==> src/rtl/conversor_display_pkg.sv <==
// Shared constants and types for the binary-to-seven-segment RAM writer.
// Segment patterns are active-low, bit6..0 = a,b,c,d,e,f,g.
package conversor_display_pkg;

    localparam int NIB_W = 4;

    localparam logic [6:0] SEG_DASH  = 7'b1111110;
    localparam logic [6:0] SEG_BLANK = 7'b1111111;

    // Index 9 first: SEG_TABLE[d] is the pattern of digit d.
    localparam logic [9:0][6:0] SEG_TABLE = {
        7'b0000100, 7'b0000000, 7'b0001111, 7'b0100000,
        7'b0100100, 7'b1001100, 7'b0000110, 7'b0010010,
        7'b1001111, 7'b0000001
    };

    typedef enum logic [1:0] {
        ST_IDLE,
        ST_CONVERT,
        ST_WRITE,
        ST_DONE
    } state_t;

endpackage

==> src/rtl/conversor_display_bcd_para_7seg.sv <==
// BCD nibble to active-low seven-segment decoder.
// Non-decimal codes 10..15 show a dash.
module bcd_para_7seg
    import conversor_display_pkg::*;
(
    input  logic [NIB_W-1:0] nib,
    output logic [6:0]       seg
);

    always_comb begin
        seg = SEG_DASH;
        case (nib)
            4'd0:    seg = SEG_TABLE[0];
            4'd1:    seg = SEG_TABLE[1];
            4'd2:    seg = SEG_TABLE[2];
            4'd3:    seg = SEG_TABLE[3];
            4'd4:    seg = SEG_TABLE[4];
            4'd5:    seg = SEG_TABLE[5];
            4'd6:    seg = SEG_TABLE[6];
            4'd7:    seg = SEG_TABLE[7];
            4'd8:    seg = SEG_TABLE[8];
            4'd9:    seg = SEG_TABLE[9];
            default: seg = SEG_DASH;
        endcase
    end

endmodule

==> src/rtl/conversor_display.sv <==
// Serial double-dabble converter writing one seven-segment digit
// per cycle into a single RAM row, most significant digit at column 0.
module conversor_display
    import conversor_display_pkg::*;
#(
    parameter int DIGITS   = 3,
    parameter int VALUE_W  = 10,
    parameter int ADDR_W   = 11,
    parameter int LINHA    = 0,
    parameter int LZ_BLANK = 1
) (
    input  logic               clock,
    input  logic               resetCPU,
    input  logic               start,
    input  logic [VALUE_W-1:0] value,
    output logic               ready,
    output logic               done,
    output logic               overflow,
    output logic [6:0]         data,
    output logic [ADDR_W-1:0]  end_linha,
    output logic [ADDR_W-1:0]  end_coluna,
    output logic               write
);

    localparam int BCD_W = NIB_W * DIGITS;
    localparam int CNT_W = $clog2(VALUE_W + 1);
    localparam logic [63:0] MAX_VAL = 64'(10 ** DIGITS - 1);

    state_t             state;
    logic [BCD_W-1:0]   bcd;
    logic [BCD_W-1:0]   bcd_adj;
    logic [VALUE_W-1:0] bin;
    logic [CNT_W-1:0]   bit_cnt;
    logic [NIB_W-1:0]   sel_nib;
    logic               sel_blank;
    logic               above;
    logic [6:0]         seg;

    always_comb begin
        bcd_adj = bcd;
        for (int i = 0; i < DIGITS; i++) begin
            if (bcd[i*NIB_W +: NIB_W] >= 4'd5)
                bcd_adj[i*NIB_W +: NIB_W] = bcd[i*NIB_W +: NIB_W] + 4'd3;
        end
    end

    always_ff @(posedge clock or posedge resetCPU) begin
        if (resetCPU) begin
            state      <= ST_IDLE;
            ready      <= 1'b1;
            done       <= 1'b0;
            overflow   <= 1'b0;
            write      <= 1'b0;
            end_coluna <= '0;
            bcd        <= '0;
            bin        <= '0;
            bit_cnt    <= '0;
        end else begin
            case (state)
                ST_IDLE: begin
                    if (start) begin
                        ready      <= 1'b0;
                        end_coluna <= '0;
                        bit_cnt    <= '0;
                        bin        <= value;
                        // Out-of-range values load code 10 into every
                        // nibble, which the decoder shows as a dash.
                        if (64'(value) > MAX_VAL) begin
                            overflow <= 1'b1;
                            bcd      <= {DIGITS{NIB_W'(10)}};
                            write    <= 1'b1;
                            state    <= ST_WRITE;
                        end else begin
                            overflow <= 1'b0;
                            bcd      <= '0;
                            state    <= ST_CONVERT;
                        end
                    end
                end
                ST_CONVERT: begin
                    {bcd, bin} <= {bcd_adj, bin} << 1;
                    bit_cnt    <= bit_cnt + 1'b1;
                    if (bit_cnt == CNT_W'(VALUE_W - 1)) begin
                        write <= 1'b1;
                        state <= ST_WRITE;
                    end
                end
                ST_WRITE: begin
                    if (end_coluna == ADDR_W'(DIGITS - 1)) begin
                        write <= 1'b0;
                        done  <= 1'b1;
                        state <= ST_DONE;
                    end else begin
                        end_coluna <= end_coluna + 1'b1;
                    end
                end
                ST_DONE: begin
                    done       <= 1'b0;
                    ready      <= 1'b1;
                    end_coluna <= '0;
                    state      <= ST_IDLE;
                end
                default: state <= ST_IDLE;
            endcase
        end
    end

    // A zero is blank while every more significant nibble is zero too.
    always_comb begin
        sel_nib   = '0;
        sel_blank = 1'b0;
        above     = 1'b1;
        for (int k = 0; k < DIGITS; k++) begin
            if (end_coluna == ADDR_W'(k)) begin
                sel_nib   = bcd[(DIGITS-1-k)*NIB_W +: NIB_W];
                sel_blank = (LZ_BLANK != 0) && above &&
                            (sel_nib == '0) && (k != DIGITS - 1);
            end
            if (bcd[(DIGITS-1-k)*NIB_W +: NIB_W] != '0)
                above = 1'b0;
        end
    end

    bcd_para_7seg u_dec (
        .nib (sel_nib),
        .seg (seg)
    );

    assign data      = (write && !sel_blank) ? seg : SEG_BLANK;
    assign end_linha = ADDR_W'(LINHA);

endmodule
==> config.mk <==
export PLATFORM = sky130hd
export DESIGN_NAME = conversor_display
export DESIGN_NICKNAME = d
export VERILOG_FILES = /design/src/rtl/conversor_display_pkg.sv /design/src/rtl/conversor_display_bcd_para_7seg.sv /design/src/rtl/conversor_display.sv
export SDC_FILE = /design/constraint.sdc
export NUM_CORES = 1
export LEC_CHECK = 0
export ABC_CLOCK_PERIOD_IN_PS = 3400
export CAP_MARGIN = 20
export CORE_MARGIN = 2
export CORE_UTILIZATION = 35
export DETAILED_ROUTE_END_ITERATION = 16
export HOLD_SLACK_MARGIN = 0.06
export PLACE_DENSITY = 0.67
export SETUP_SLACK_MARGIN = 0.1
export SLEW_MARGIN = 0
export SYNTH_ARGS = -nofsm -noshare
export SYNTH_HDL_FRONTEND = slang
export SYNTH_SLANG_ARGS = --single-unit
==> constraint.sdc <==
create_clock -name clock -period 3.4 [get_ports clock]
set_input_delay 0.51 -clock clock [delete_from_list [all_inputs] [get_ports clock]]
set_output_delay 0.51 -clock clock [all_outputs]
set_load 0.05 [all_outputs]
==> results of run 1 <==
==> kinds of logic after synthesis <==
family | Yosys count | share of synthesized area (%)
simple gates | 114 | 21.46
other cells | 1 | 0.1294
flops | 43 | 37.18
compound gates | 94 | 19.56
buf+inv | 46 | 7.858
xor+xnor | 7 | 2.116
mux | 5 | 1.770
fa+ha+maj | 23 | 9.931
==> per-layer routing <==
metal	global-route usage [%]	up-vias
met3	2.394	11
met5	0	-
met1	19.52	1195
met4	4.227	0
met2	25.47	57
li1	-	1215
==> synth_stat cells, types with 3 or more instances <==
cell                       number
sky130_fd_sc_hd__nand2b_1       7
sky130_fd_sc_hd__nand3b_1       5
sky130_fd_sc_hd__and3_1         3
sky130_fd_sc_hd__clkbuf_1       7
sky130_fd_sc_hd__a31oi_1        6
sky130_fd_sc_hd__o22ai_1       11
sky130_fd_sc_hd__xnor2_1        7
sky130_fd_sc_hd__dfrtp_1       42
sky130_fd_sc_hd__a21oi_1       23
sky130_fd_sc_hd__nor3_1         7
sky130_fd_sc_hd__mux2i_1        4
sky130_fd_sc_hd__a222oi_1       3
sky130_fd_sc_hd__nor2_1        35
sky130_fd_sc_hd__nor3b_1        5
sky130_fd_sc_hd__o21ai_0       31
sky130_fd_sc_hd__ha_1          23
sky130_fd_sc_hd__nand4_1        7
sky130_fd_sc_hd__nand3_1        9
sky130_fd_sc_hd__inv_1         22
sky130_fd_sc_hd__a22o_1         4
sky130_fd_sc_hd__o21ai_1        6
sky130_fd_sc_hd__nor2b_1        3
sky130_fd_sc_hd__buf_2          5
sky130_fd_sc_hd__nand2_1       15
sky130_fd_sc_hd__buf_4         11
sky130_fd_sc_hd__or3_1          5
==> metrics by stage <==
step / util (%) / worst slack [ns] / power, mW
global placement: 40.58 / 0.6420 / 0.5942
finish: 42.07 / 0.3059 / 0.9934
detailed placement: 40.58 / 0.5220 / 0.5953
floorplan: - / 0.1439 / 0.5812
CTS: 41.96 / 0.1870 / 1.002
global route: 42.07 / 0.1126 / 1.026
==> power by group through the flow <==
stage / Combinational [mW] / Sequential, mW / Clock, mW
after floorplan: 0.0544 / 0.527 / 0
after global placement: 0.0662 / 0.528 / 0
after detailed placement: 0.0674 / 0.528 / 0
after CTS: 0.0674 / 0.518 / 0.416
after global routing: 0.0727 / 0.519 / 0.435
final: 0.0662 / 0.518 / 0.409
==> worst paths after layout <==
path	start	end	slack (ns)	cells past startpoint
worst max-delay path	end_coluna[0]$_DFFE_PP0P_	data[6]	0.31	10
worst min-delay path	bin[9]$_DFFE_PP0P_	bin[9]$_DFFE_PP0P_	0.49	2
worst max register to register	state[0]$_DFFE_PP0P_	bcd[1]$_DFFE_PP0P_	1.11	5
worst min register to register	bin[9]$_DFFE_PP0P_	bin[9]$_DFFE_PP0P_	0.49	2
max in group asynchronous	resetCPU	end_coluna[1]$_DFFE_PP0P_	2.36	3
min in group asynchronous	resetCPU	end_coluna[5]$_DFFE_PP0P_	0.64	3
==> sequential cells by signal, summed over array words and instances (netlist names) <==
| signal | flops |
|---|---|
| ready | 1 |
| bit_cnt | 4 |
| overflow | 1 |
| bcd | 12 |
| bin | 10 |
| state | 2 |
| end_coluna | 11 |
| done | 1 |
| write | 1 |
==> worst register-to-register path, stage by stage (launching register included) <==
cell,delay (ns)
sky130_fd_sc_hd__dfrtp_1,0.41
sky130_fd_sc_hd__inv_1,0.10
sky130_fd_sc_hd__ha_1,0.32
sky130_fd_sc_hd__nand2b_1,0.38
sky130_fd_sc_hd__o21ai_1,0.67
sky130_fd_sc_hd__a222oi_1,0.27
==> cell type report <==
type | instances | area [um2]
repair buffers | 35 | 367.9
fillers | 795 | 4712
multi-input cells | 254 | 1649
well taps | 105 | 131.4
clock buffers | 5 | 68.82
clock inverters | 3 | 43.79
inverters | 22 | 82.58
flip-flops and latches | 43 | 1079
==> repair_timing <==
| action | CTS | global route |
|---|---|---|
| resized for setup | 0 | 4 |
| buffers inserted | 0 | 0 |
| endpoints found under the setup margin | 0 | 5 |
==> summary by stage, run 1 <==
Clock network
After clock tree synthesis, the clock-pin slew on the worst setup and hold paths is about 0.09 ns. CTS placed an instance of sky130_fd_sc_hd__clkbuf_8 at the clock tree root. TritonCTS built the clock tree. The total clock buffers created by CTS is 5. The clock net sink count is 43. At the later pin of the worst-skew pair, clock insertion delay measures 0.30 ns. CTS built an H-tree with a depth of 2. The maximum clock path buffer count is 2.

Hold repair after CTS inserted 0 buffers.

Route
The first routing iteration left 119 violations. The amount of wire on met2 after detailed routing is 3184 um. For this run, the detailed router's first-pass iteration total came to 5. Detailed routing placed a total of roughly 240 um of wire on met3. The count of vias placed by the detailed router is 2478. Signal routing reaches up to met4. The final routed wirelength across all metal layers is around 6400 um.

After detailed routing, the number of remaining DRC violations is 0. In the final routing, the length of wire on met1 measures 2893 um. Dividing the detail-routed wire length by the instance count gives 13.78 um. The post-detailed-route count of antenna-violating nets is 0. Dividing the detail-routed via count by the number of cells gives 5.306.

Worst setup path
The path type of the worst setup path is register to output port. Traced cell by cell, the critical path runs through inv_1 -> ha_1 -> nor2b_2 -> nand2_1 -> a221oi_2 -> inv_1 -> ha_1 -> a21oi_1 -> o21ai_1 -> buf_4. The worst setup path is captured at an output port. The slowest stage of the critical path belongs to the cell sky130_fd_sc_hd__dfrtp_1.

Along the worst path, the maximum fanout reaches 6. STA puts the critical path data arrival time at 2.58 ns. Counting both buffers and inverters, the worst setup path holds a total of 3. The largest stage delay on the critical path is 0.45 ns. For the worst setup path, the data required time is 2.89 ns. The kind of launch point of the worst setup path is a register. Among cell families on the critical path, the largest total delay comes from compound AO/OA/AOI/OAI gates.

STA
Setup violations remaining at the end of the flow were counted as 0. The largest clock skew in the final design is 0.01172 ns. For the finished layout, the period the worst path requires is 3.094 ns. The final number of hold-violating endpoints is 0.

Setup repair after global routing left no endpoint under its margin. At the pin with the least slew margin, the transition time is 0.9831 ns. On the final layout, the worst hold slack is slightly below 0.5 ns. Summed over all failing endpoints, the final setup total negative slack is 0 ns. The worst path uses about nine tenths of the clock period. The timing-limited maximum frequency is approximately 320 MHz. The number of pins exceeding their max-slew limit in the final report is 0.

The worst slew margin relative to its limit is 34.02%.

Placement
Routability-driven placement finished with a final weighted congestion of 0.8113. The standard cell area after detailed placement is about 3300 um2. The count of input and output buffers is 34.

Summed over all nets, the half-perimeter wirelength after detailed placement is about 4700 um. The instance count after placement with tap cells included is 459.

Pwr
The internal power of the cells totals 752.3 uW. The ratio of total power to cell area is a little under 300 nW/um2. The switching fraction of total power is 24.27%. The combinational cell fraction of total power is 6.7%. Across the VDD grid, the largest voltage drop is 0.0002026 V.

The leakage component of the power is between 1 and 1.5 nW. The part of the power in the clock network is slightly above 40%. In this run the power spent charging and discharging nets is 241.1 uW.

Per report_power, the sequential group accounts for 52.1% of the total.

Global routing
The first global-routing pass estimated between 10000 and 15000 um of wire. The number of global-route vias before repair is 2273. Global routing used around 15% of the available tracks.

The total overflow left after global routing is 0. The maximum number of pins on one net before global-route repair is 44. The initial antenna violation count is 0.

Synthesis
Sequential elements use 37.18% of the synthesized area. The cell taking the most area after synthesis is sky130_fd_sc_hd__dfrtp_1. The number of warnings reported in the yosys synthesis log is 0.

The leading register cell type out of synthesis is sky130_fd_sc_hd__dfrtp_1. The average cell area after synthesis is 8.702 um2. Synthesis inferred 43 register bits.

Yosys attributes the largest share of cell area to sky130_fd_sc_hd__dfrtp_1, sky130_fd_sc_hd__ha_1, sky130_fd_sc_hd__o21ai_0. The count of distinct cell types in the synthesized netlist is 48. Summed over its instances, the top area cell type makes up 36.27% of the synthesized netlist area.

The combined area of all synthesized cells is ~2900 um2. Counting every instance in the synthesized netlist gives between 300 and 400. Counting flops with an async set or reset pin after synthesis yields a share of 100.0%. The number of enable-type register cells in the synthesized netlist is 0.

Final layout
The post-synthesis to final-layout area growth is 18.09%. At the end of the flow, the number of nets in the layout was 397. The fraction of layout instances using a drive strength above 1 is a little under a tenth. The most common cell after layout, fill and taps aside is sky130_fd_sc_hd__dfrtp_1. After routing the design area is 3422 um2. The repair_antennas step left the layout with diodes totalling 0. In the layout the commonest cells are sky130_fd_sc_hd__dfrtp_1, sky130_fd_sc_hd__nor2_1, sky130_fd_sc_hd__o21ai_0. Excluding fillers, the count of instances in the completed layout stands at 467.

Status
The flow ran to the end, and the final reports show no timing, DRC or antenna violations.

Floorplanning
The die width is approximately 95 um. Row generation in the floorplan step produced 33 rows. From bottom edge to top edge, the die measures between 90 and 100 um. The core area is 8134 um2. The initial utilization of the core area, before any placement, comes to 35.63%.

The number of top-level design ports is 46. The die covers approximately 9000 um2.

Hold path
The class of the tightest hold or removal check is register to register.

Flow run
The number of max-cap violations is 0.
Power figures use the tool's default switching activity.
==> run 2: changes to the inputs <==
CAP_MARGIN = 0   (was 20)
==> results of run 2 <==
Same layout as run 1: the final DEF is identical, and so are final timing and power.
